`config.mk`:
```
export PLATFORM = sky130hd
export DESIGN_NAME = ipif_request_arbiter
export DESIGN_NICKNAME = d
export VERILOG_FILES = /design/src/rtl/ipif_request_arbiter.sv
export SDC_FILE = /design/constraint.sdc
export NUM_CORES = 1
export LEC_CHECK = 0
export ABC_CLOCK_PERIOD_IN_PS = 2400
export BUFFER_PORTS_ARGS = -buffer_cell sky130_fd_sc_hd__buf_2
export CAP_MARGIN = 40
export CORE_AREA = 2 2 158 160
export CTS_CLUSTER_DIAMETER = 100
export CTS_CLUSTER_SIZE = 28
export DETAILED_ROUTE_END_ITERATION = 16
export DIE_AREA = 0 0 160 162
export GPL_ROUTABILITY_DRIVEN = 0
export SLEW_MARGIN = 20
export SYNTH_ARGS = -nofsm -noshare
export SYNTH_HDL_FRONTEND = slang
export SYNTH_SLANG_ARGS = --single-unit
```
`constraint.sdc`:
```
create_clock -name clk -period 2.4 [get_ports clk]
set_input_delay 0.12 -clock clk [delete_from_list [all_inputs] [get_ports clk]]
set_output_delay 0.12 -clock clk [all_outputs]
set_load 0.02 [all_outputs]
```
`src/rtl/ipif_request_arbiter.sv`:
```
// Round-robin arbiter that lets N_REQ internal masters share a single IPIF
// register-bank port. Each granted transaction is one word: decode, one CE
// pulse, wait for the matching ack (or time out), then a one-hot response.
module ipif_request_arbiter #(
    parameter int C_S_AXI_DATA_WIDTH = 32,
    parameter int C_S_AXI_ADDR_WIDTH = 32,
    parameter int N_REG              = 2,
    parameter int N_REQ              = 4,
    parameter int TIMEOUT_CYCLES     = 16
) (
    input  logic                                   clk,
    input  logic                                   reset,
    input  logic [N_REQ-1:0]                       req_valid,
    input  logic [N_REQ-1:0]                       req_wr,
    input  logic [N_REQ*C_S_AXI_ADDR_WIDTH-1:0]    req_addr,
    input  logic [N_REQ*C_S_AXI_DATA_WIDTH-1:0]    req_data,
    output logic [N_REQ-1:0]                       req_ready,
    output logic [N_REQ-1:0]                       rsp_valid,
    output logic [C_S_AXI_DATA_WIDTH-1:0]          rsp_data,
    output logic                                   rsp_err,
    output logic                                   IPIF_bus2ip_resetn,
    output logic [C_S_AXI_ADDR_WIDTH-1:0]          IPIF_bus2ip_addr,
    output logic [C_S_AXI_DATA_WIDTH-1:0]          IPIF_bus2ip_data,
    output logic [N_REG-1:0]                       IPIF_bus2ip_rdce,
    output logic [N_REG-1:0]                       IPIF_bus2ip_wrce,
    input  logic [C_S_AXI_DATA_WIDTH-1:0]          IPIF_ip2bus_data,
    input  logic                                   IPIF_ip2bus_rdack,
    input  logic                                   IPIF_ip2bus_wrack
);

    localparam int unsigned DW    = C_S_AXI_DATA_WIDTH;
    localparam int unsigned AW    = C_S_AXI_ADDR_WIDTH;
    localparam int unsigned PTR_W = (N_REQ > 1) ? $clog2(N_REQ) : 1;
    localparam int unsigned IDX_W = (N_REG > 1) ? $clog2(N_REG) : 1;
    localparam int unsigned CNT_W = $clog2(TIMEOUT_CYCLES + 2) + 1;

    typedef enum logic [1:0] {S_IDLE, S_ISSUE, S_WAIT, S_RESP} state_t;

    state_t             state;
    logic [PTR_W-1:0]   rr_ptr;
    logic [PTR_W-1:0]   lat_gnt;
    logic               lat_wr;
    logic               lat_err;
    logic [IDX_W-1:0]   lat_idx;
    logic [CNT_W-1:0]   wait_cnt;

    logic               gnt_found;
    logic [PTR_W-1:0]   gnt_idx;
    int                 cand;
    logic [AW-1:0]      sel_addr;
    logic [DW-1:0]      sel_data;
    logic [AW-1:0]      sel_word;
    logic               sel_err;
    logic [IDX_W-1:0]   sel_idx;
    logic               ack_match;

    // Round-robin pick starting at rr_ptr, plus address decode of the winner
    always_comb begin
        gnt_found = 1'b0;
        gnt_idx   = '0;
        cand      = 0;
        for (int k = 0; k < N_REQ; k++) begin
            cand = (int'(rr_ptr) + k) % N_REQ;
            if (!gnt_found && req_valid[PTR_W'(cand)]) begin
                gnt_found = 1'b1;
                gnt_idx   = PTR_W'(cand);
            end
        end
        sel_addr  = req_addr[int'(gnt_idx)*AW +: AW];
        sel_data  = req_data[int'(gnt_idx)*DW +: DW];
        sel_word  = sel_addr >> 2;
        sel_err   = (sel_addr[1:0] != 2'b00) || (sel_word >= AW'(N_REG));
        sel_idx   = IDX_W'(sel_word);
        ack_match = lat_wr ? IPIF_ip2bus_wrack : IPIF_ip2bus_rdack;
    end

    // Transaction FSM; every output is a register updated here
    always_ff @(posedge clk) begin
        if (reset) begin
            state              <= S_IDLE;
            rr_ptr             <= '0;
            lat_gnt            <= '0;
            lat_wr             <= 1'b0;
            lat_err            <= 1'b0;
            lat_idx            <= '0;
            wait_cnt           <= '0;
            req_ready          <= '0;
            rsp_valid          <= '0;
            rsp_data           <= '0;
            rsp_err            <= 1'b0;
            IPIF_bus2ip_resetn <= 1'b0;
            IPIF_bus2ip_addr   <= '0;
            IPIF_bus2ip_data   <= '0;
            IPIF_bus2ip_rdce   <= '0;
            IPIF_bus2ip_wrce   <= '0;
        end else begin
            IPIF_bus2ip_resetn <= 1'b1;
            req_ready          <= '0;
            rsp_valid          <= '0;
            IPIF_bus2ip_rdce   <= '0;
            IPIF_bus2ip_wrce   <= '0;
            case (state)
                // RESP also grants, so a request seen during the response cycle starts immediately
                S_IDLE, S_RESP: begin
                    if (gnt_found) begin
                        req_ready[gnt_idx] <= 1'b1;
                        lat_gnt            <= gnt_idx;
                        lat_wr             <= req_wr[gnt_idx];
                        lat_err            <= sel_err;
                        lat_idx            <= sel_idx;
                        IPIF_bus2ip_addr   <= sel_addr;
                        IPIF_bus2ip_data   <= sel_data;
                        rr_ptr             <= PTR_W'((int'(gnt_idx) + 1) % N_REQ);
                        state              <= S_ISSUE;
                    end else begin
                        state <= S_IDLE;
                    end
                end
                S_ISSUE: begin
                    wait_cnt <= '0;
                    if (!lat_err) begin
                        if (lat_wr) IPIF_bus2ip_wrce[lat_idx] <= 1'b1;
                        else        IPIF_bus2ip_rdce[lat_idx] <= 1'b1;
                    end
                    state <= S_WAIT;
                end
                // The CE cycle is wait_cnt 0; give up once TIMEOUT_CYCLES silent cycles follow it
                S_WAIT: begin
                    if (lat_err || ack_match || (wait_cnt == CNT_W'(TIMEOUT_CYCLES + 1))) begin
                        rsp_valid[lat_gnt] <= 1'b1;
                        rsp_err            <= lat_err || !ack_match;
                        rsp_data           <= (!lat_err && ack_match && !lat_wr) ? IPIF_ip2bus_data : '0;
                        state              <= S_RESP;
                    end else begin
                        wait_cnt <= wait_cnt + 1'b1;
                    end
                end
                default: state <= S_IDLE;
            endcase
        end
    end

endmodule
```
* Yosys cells after proc, flatten, opt, wreduce, memory -nomap -nowiden
Cells that the tools add are included.
** Storage, ports and cells
- Register bits :: 125
- Input bits :: 300
- Output and inout port bits :: 110
- Logic and storage cells :: 111
** Cells by class
- Add/sub/neg operators :: 5
- Order comparisons :: 11
- Equal/unequal tests :: 6
- Shift operators :: 2
- Mux-type cells :: 36
- Bitwise gates (word level) :: 6
- Reduce and logical (&&, ||, !) cells :: 29
** Operators by type and width (count)
- indexed part select 128 x 8 -> 32 bit :: 2
- 2-to-1 mux 32 bit :: 1
- greater-or-equal comparator 30 x 2 -> 1 bit (second input constant) :: 1
- 2-to-1 mux 1 bit :: 19
- less-than comparator 2 x 4 -> 1 bit (second input constant) :: 4
- one-hot mux 6 bit (2 select lines) :: 1
- binary-select mux 1 bit (select 2 bit) :: 5
- 2-to-1 mux 2 bit :: 5
- logical AND 1 bit :: 8
- OR reduction 4 bit :: 2
- adder 6 x 1 -> 6 bit (second input constant) :: 1
- equality test 6 x 5 -> 1 bit (second input constant) :: 1
- zero test 1 bit :: 6
- less-than comparator 2 x 3 -> 1 bit (second input constant) :: 2
- 2-to-1 mux 6 bit :: 1
- NOT 1 bit :: 6
- one-hot mux 2 bit (3 select lines) :: 1
- AND reduction 2 bit :: 3
- OR reduction 3 bit :: 2
- adder 2 x 1 -> 2 bit (second input constant) :: 2
- adder 2 bit (second input constant) :: 2
- demux 1 bit (select 2 bit) :: 2
- equality test 2 bit (second input constant) :: 2
- greater-or-equal comparator 2 x 1 -> 1 bit (second input constant) :: 2
- 9 further kinds :: 14

* Logic depth before layout (Yosys ltp)
- Depth in word-level cells :: 17
- Mapped depth :: 11
- Mapped depth without buffers :: 8

* Worst setup path before layout
Ideal clock, no wire load.
- Kind :: reg2reg
- From :: reg rr_ptr[1]
- To :: reg lat_err
- Library setup time :: 0.137 ns
- Arrival :: 2.183 ns
- Required time :: 2.263 ns
- Path slack :: 0.080 ns
- Stages on the path, launching flop included :: 10
- Path buffers :: 2
- Period minus slack after synthesis :: 2.320 ns
- Path through :: dfxtp_1 inv_2 or4_1 buf_2 buf_2 nand3_1 a32oi_1 or4_1 nor3_1 a41oi_1
** Between the ends
- Word-level cells in the longest chain between the ends :: 16
- Elaborated cells between the ends (all ways) :: 34
- Those cells by class :: 3 x add/sub; 1 x order compare; 1 x shift; 20 x mux; 9 x reduce/logical
** Ends and longest elaborated chain
- from (decl) :: line 40 : logic [PTR_W-1:0] rr_ptr;
- from (signal assigned) :: line 113 : rr_ptr <= PTR_W'((int'(gnt_idx) + 1) % N_REQ);
- branches (longest 16 deep; another with adder 2 x 1 -> 2 bit)
- to (signal assigned) :: line 109 : lat_err <= sel_err;
- to (decl) :: line 43 : logic lat_err;
Parallel ways; which one is timed is not known. The select of a mux whose other input is x is not followed.
A chain may end at the register's enable or synchronous reset.

* Final worst setup path
- From :: reg rr_ptr[0]
- To :: reg lat_err
The elaborated chain is that of the path after synthesis.

==> metrics.txt <==
RSZ-0062 raised after global routing true; worst r2r dst lat_err; wire length of the first global-routing pass 45300 um; count of flip-flops with a built-in enable after synthesis 0; number of global-route vias before repair 8324; setup violators final 1; most common cell after layout, fill and taps aside sky130_fd_sc_hd__buf_2; number of maximum-capacitance constraint violations 0; Worst R2R Path Depth 9; final std cell area, no fill 12100 um2; number of detailed-route iterations in the first pass 5; vias per cell 5.11; Filler Cell Count 2356; Crit Reg-Reg Startpoint rr_ptr[0]; utilization after layout 50.0%; TritonCTS clock tree yes; root buf cell sky130_fd_sc_hd__clkbuf_16; maximum number of pins on one net before global-route repair 60; clock-pin slew of the registers on the worst-case setup and hold paths 0.06 ns; die width 160 um; vias 8696; violations in the final reports negative setup slack; Reg area 2490 um2; synthesized netlist net count 1135; number of nets with antenna violations after routing 0; post-route clock period utilization 105%; HPWL Detailed 21700 um; worst-case clock skew 0.0125 ns; setup slack after layout -0.112 ns; fraction of final layout cells sized beyond drive strength 1 49.7%; reported leakage power 0.00586 uW; number of buffers created by CTS 17; asr flop ratio synth 0%; number of I/O port buffers 409; DRC errors left 0; minimum setup slack after placement -0.430 ns; classification of the worst-slack hold path primary input to flip-flop; register bit count reported by yosys 124; slack of the worst reg-to-reg path -0.11 ns; synthesized cell area 6700 um2; IO Count 410; average wire per cell in the routed design 18.8 um; Mapped Cells 827; number of antenna violations at the first check in global routing 2; post-layout minimum cycle time 2.51 ns; GRT Residual Overflow 0; type of element capturing the critical path flip-flop; total power per unit cell area 1140 nW/um2; achievable frequency 398 MHz; post-synthesis sequential area ratio 37.0%; maximum count of clock buffers along a single path 2; Starting Density 27.8%; average instance area after synthesis 8.10 um2; multi-input gate area in the final layout 4470 um2; CP Cell Sequence nor2b_4 -> or4_4 -> buf_6 -> clkbuf_16 -> and3_1 -> a211oi_2 -> o22ai_2 -> nor4_4 -> a41oi_2; worst path required time 2.68 ns; YS warnings 0; worst skew pair latency 0.42 ns; Worst Setup Start Kind flip-flop; dpl cell area 9650 um2; Placed Cells incl. Taps 1578; GRT Overall Usage 22.2%; number of levels in the clock H-tree 4; classification of the worst setup path flip-flop to flip-flop; cell taking the most area after synthesis sky130_fd_sc_hd__dfxtp_1; number of DRC violations after detailed-routing iteration 0 528; die area 25900 um2; final setup TNS -0.112 ns; final cell count without fillers 1703; endpoint of the worst setup timing path lat_err; Max stage delay on crit path 0.60 ns; standard-cell row count 57; result of the run finished with violations; slew at the pin with the worst max-slew slack 0.824 ns; source of the critical timing path rr_ptr[0]; core box area 24100 um2; total clock sinks 124; arrival time of data at the critical path endpoint 2.80 ns; Area growth, synth to finish 79.9%; number of hold-slack violations in the final timing report 0; final net count 1673; Synth top area share 37.0%; count of distinct cell types in the synthesized netlist 54; top library cells by usage in the layout, fill and taps aside sky130_fd_sc_hd__buf_2, sky130_fd_sc_hd__nand2_1, sky130_fd_sc_hd__dfxtp_1; Routed WL 32000 um; Die Ht 162 um; Slew Limit Headroom 44.9%; Worst Path Max Fanout 6; Peak VDD IR 0.000526 V; final number of max-transition violations 0; ranking of synthesized cells by area sky130_fd_sc_hd__dfxtp_1, sky130_fd_sc_hd__a211oi_1, sky130_fd_sc_hd__nand2_1; Slowest-stage cell, CP sky130_fd_sc_hd__or4_4; flip-flop cell with the highest count after synthesis sky130_fd_sc_hd__dfxtp_1
## synth_stat cells, drive strengths merged, types with 2 or more instances
master  count
nand2     127
dfxtp     124
and3       75
a211oi     63
clkbuf     51
nor2       48
a21oi      36
a22o       32
buf        32
o22ai      29
mux2i      24
nand3      19
a22oi      18
a311oi     17
o31ai      17
and2       16
nor3       15
nor4       13
o21ai      11
a221oi      8
a32oi       8
ha          8
inv         7
nor2b       4
or4         4
xor2        3
a211o       2
nand2b      2
nor4b       2
## cells by family after synthesis
group / after synthesis / share of synthesized area, %
flip-flops: 124 / 37.0
buffers and inverters: 91 / 6.14
adder cells (fa/ha/maj): 8 / 1.49
AO/OA/AOI/OAI: 246 / 26.7
multiplexers: 25 / 3.75
XOR/XNOR: 4 / 0.523
AND/OR/NAND/NOR: 329 / 24.4
## through the flow
stage	total power, uW	hold slack, ns
2_1_floorplan	7110	0.246
3_3_place_gp	9810	0.330
3_5_place_dp	9860	0.334
4_1_cts	12900	0.00160
5_1_grt	14600	0.00428
6_report	13800	0.0194
## state kept, by name, summed over array words and instances (netlist names), 2 cells and up
register	cells
IPIF_bus2ip_addr	32
IPIF_bus2ip_data	32
rsp_data	32
wait_cnt	6
req_ready	4
rsp_valid	4
IPIF_bus2ip_rdce	2
IPIF_bus2ip_wrce	2
lat_gnt	2
rr_ptr	2
state	2
## layer usage
layer,part of all wire [%],GRT usage (%),vias up
li1,-,-,4169
met1,40,26.2,4108
met2,51,40.1,362
met3,5.6,4.39,55
met4,2.9,8.11,2
met5,0.050,0,-
## power by group
part / switching [uW] / internal [uW]
clock network: 1180 / 1490
registers: 402 / 2740
logic: 4550 / 3420
total: 6120 / 7640
## critical path: cells and delay by family, from the launching register on
kind                   cells  cell delay [ns]
and+or+nand+nor            4             1.12
AOI/OAI and AO/OA          3             0.57
buffers and inverters      2             0.31
DFF                        1             0.37
## worst min-delay path by stage
stage               cells after the start                    to  slack [ns]                  from
detailed placement                      2          rsp_data[20]        0.33  IPIF_ip2bus_data[20]
finish                                  3  IPIF_bus2ip_data[30]        0.02          req_data[94]
global route                            3  IPIF_bus2ip_data[30]       0.004          req_data[94]
floorplan                               1           rsp_data[0]        0.25   IPIF_ip2bus_data[0]
CTS                                     3  IPIF_bus2ip_data[28]       0.002         req_data[124]
global placement                        2          rsp_data[17]        0.33  IPIF_ip2bus_data[17]
## timing repair
item,in CTS,in global routing
hold endpoints to repair,47,0
pin swaps,13,38
gates resized for setup,30,107
endpoints found under the setup margin,27,42
setup buffers,4,15
hold buffers,59,0
gates cloned,3,11
## layout make-up
type	count	share of cell area (%)
antenna	1	0.0208
multi-input combinational	613	37.1
sequential	124	20.7
tap	324	3.36
clock inverter	15	1.44
timing repair buffer	601	33.6
inverter	8	0.301
clock buffer	17	3.53
Power figures use the tool's default switching activity.
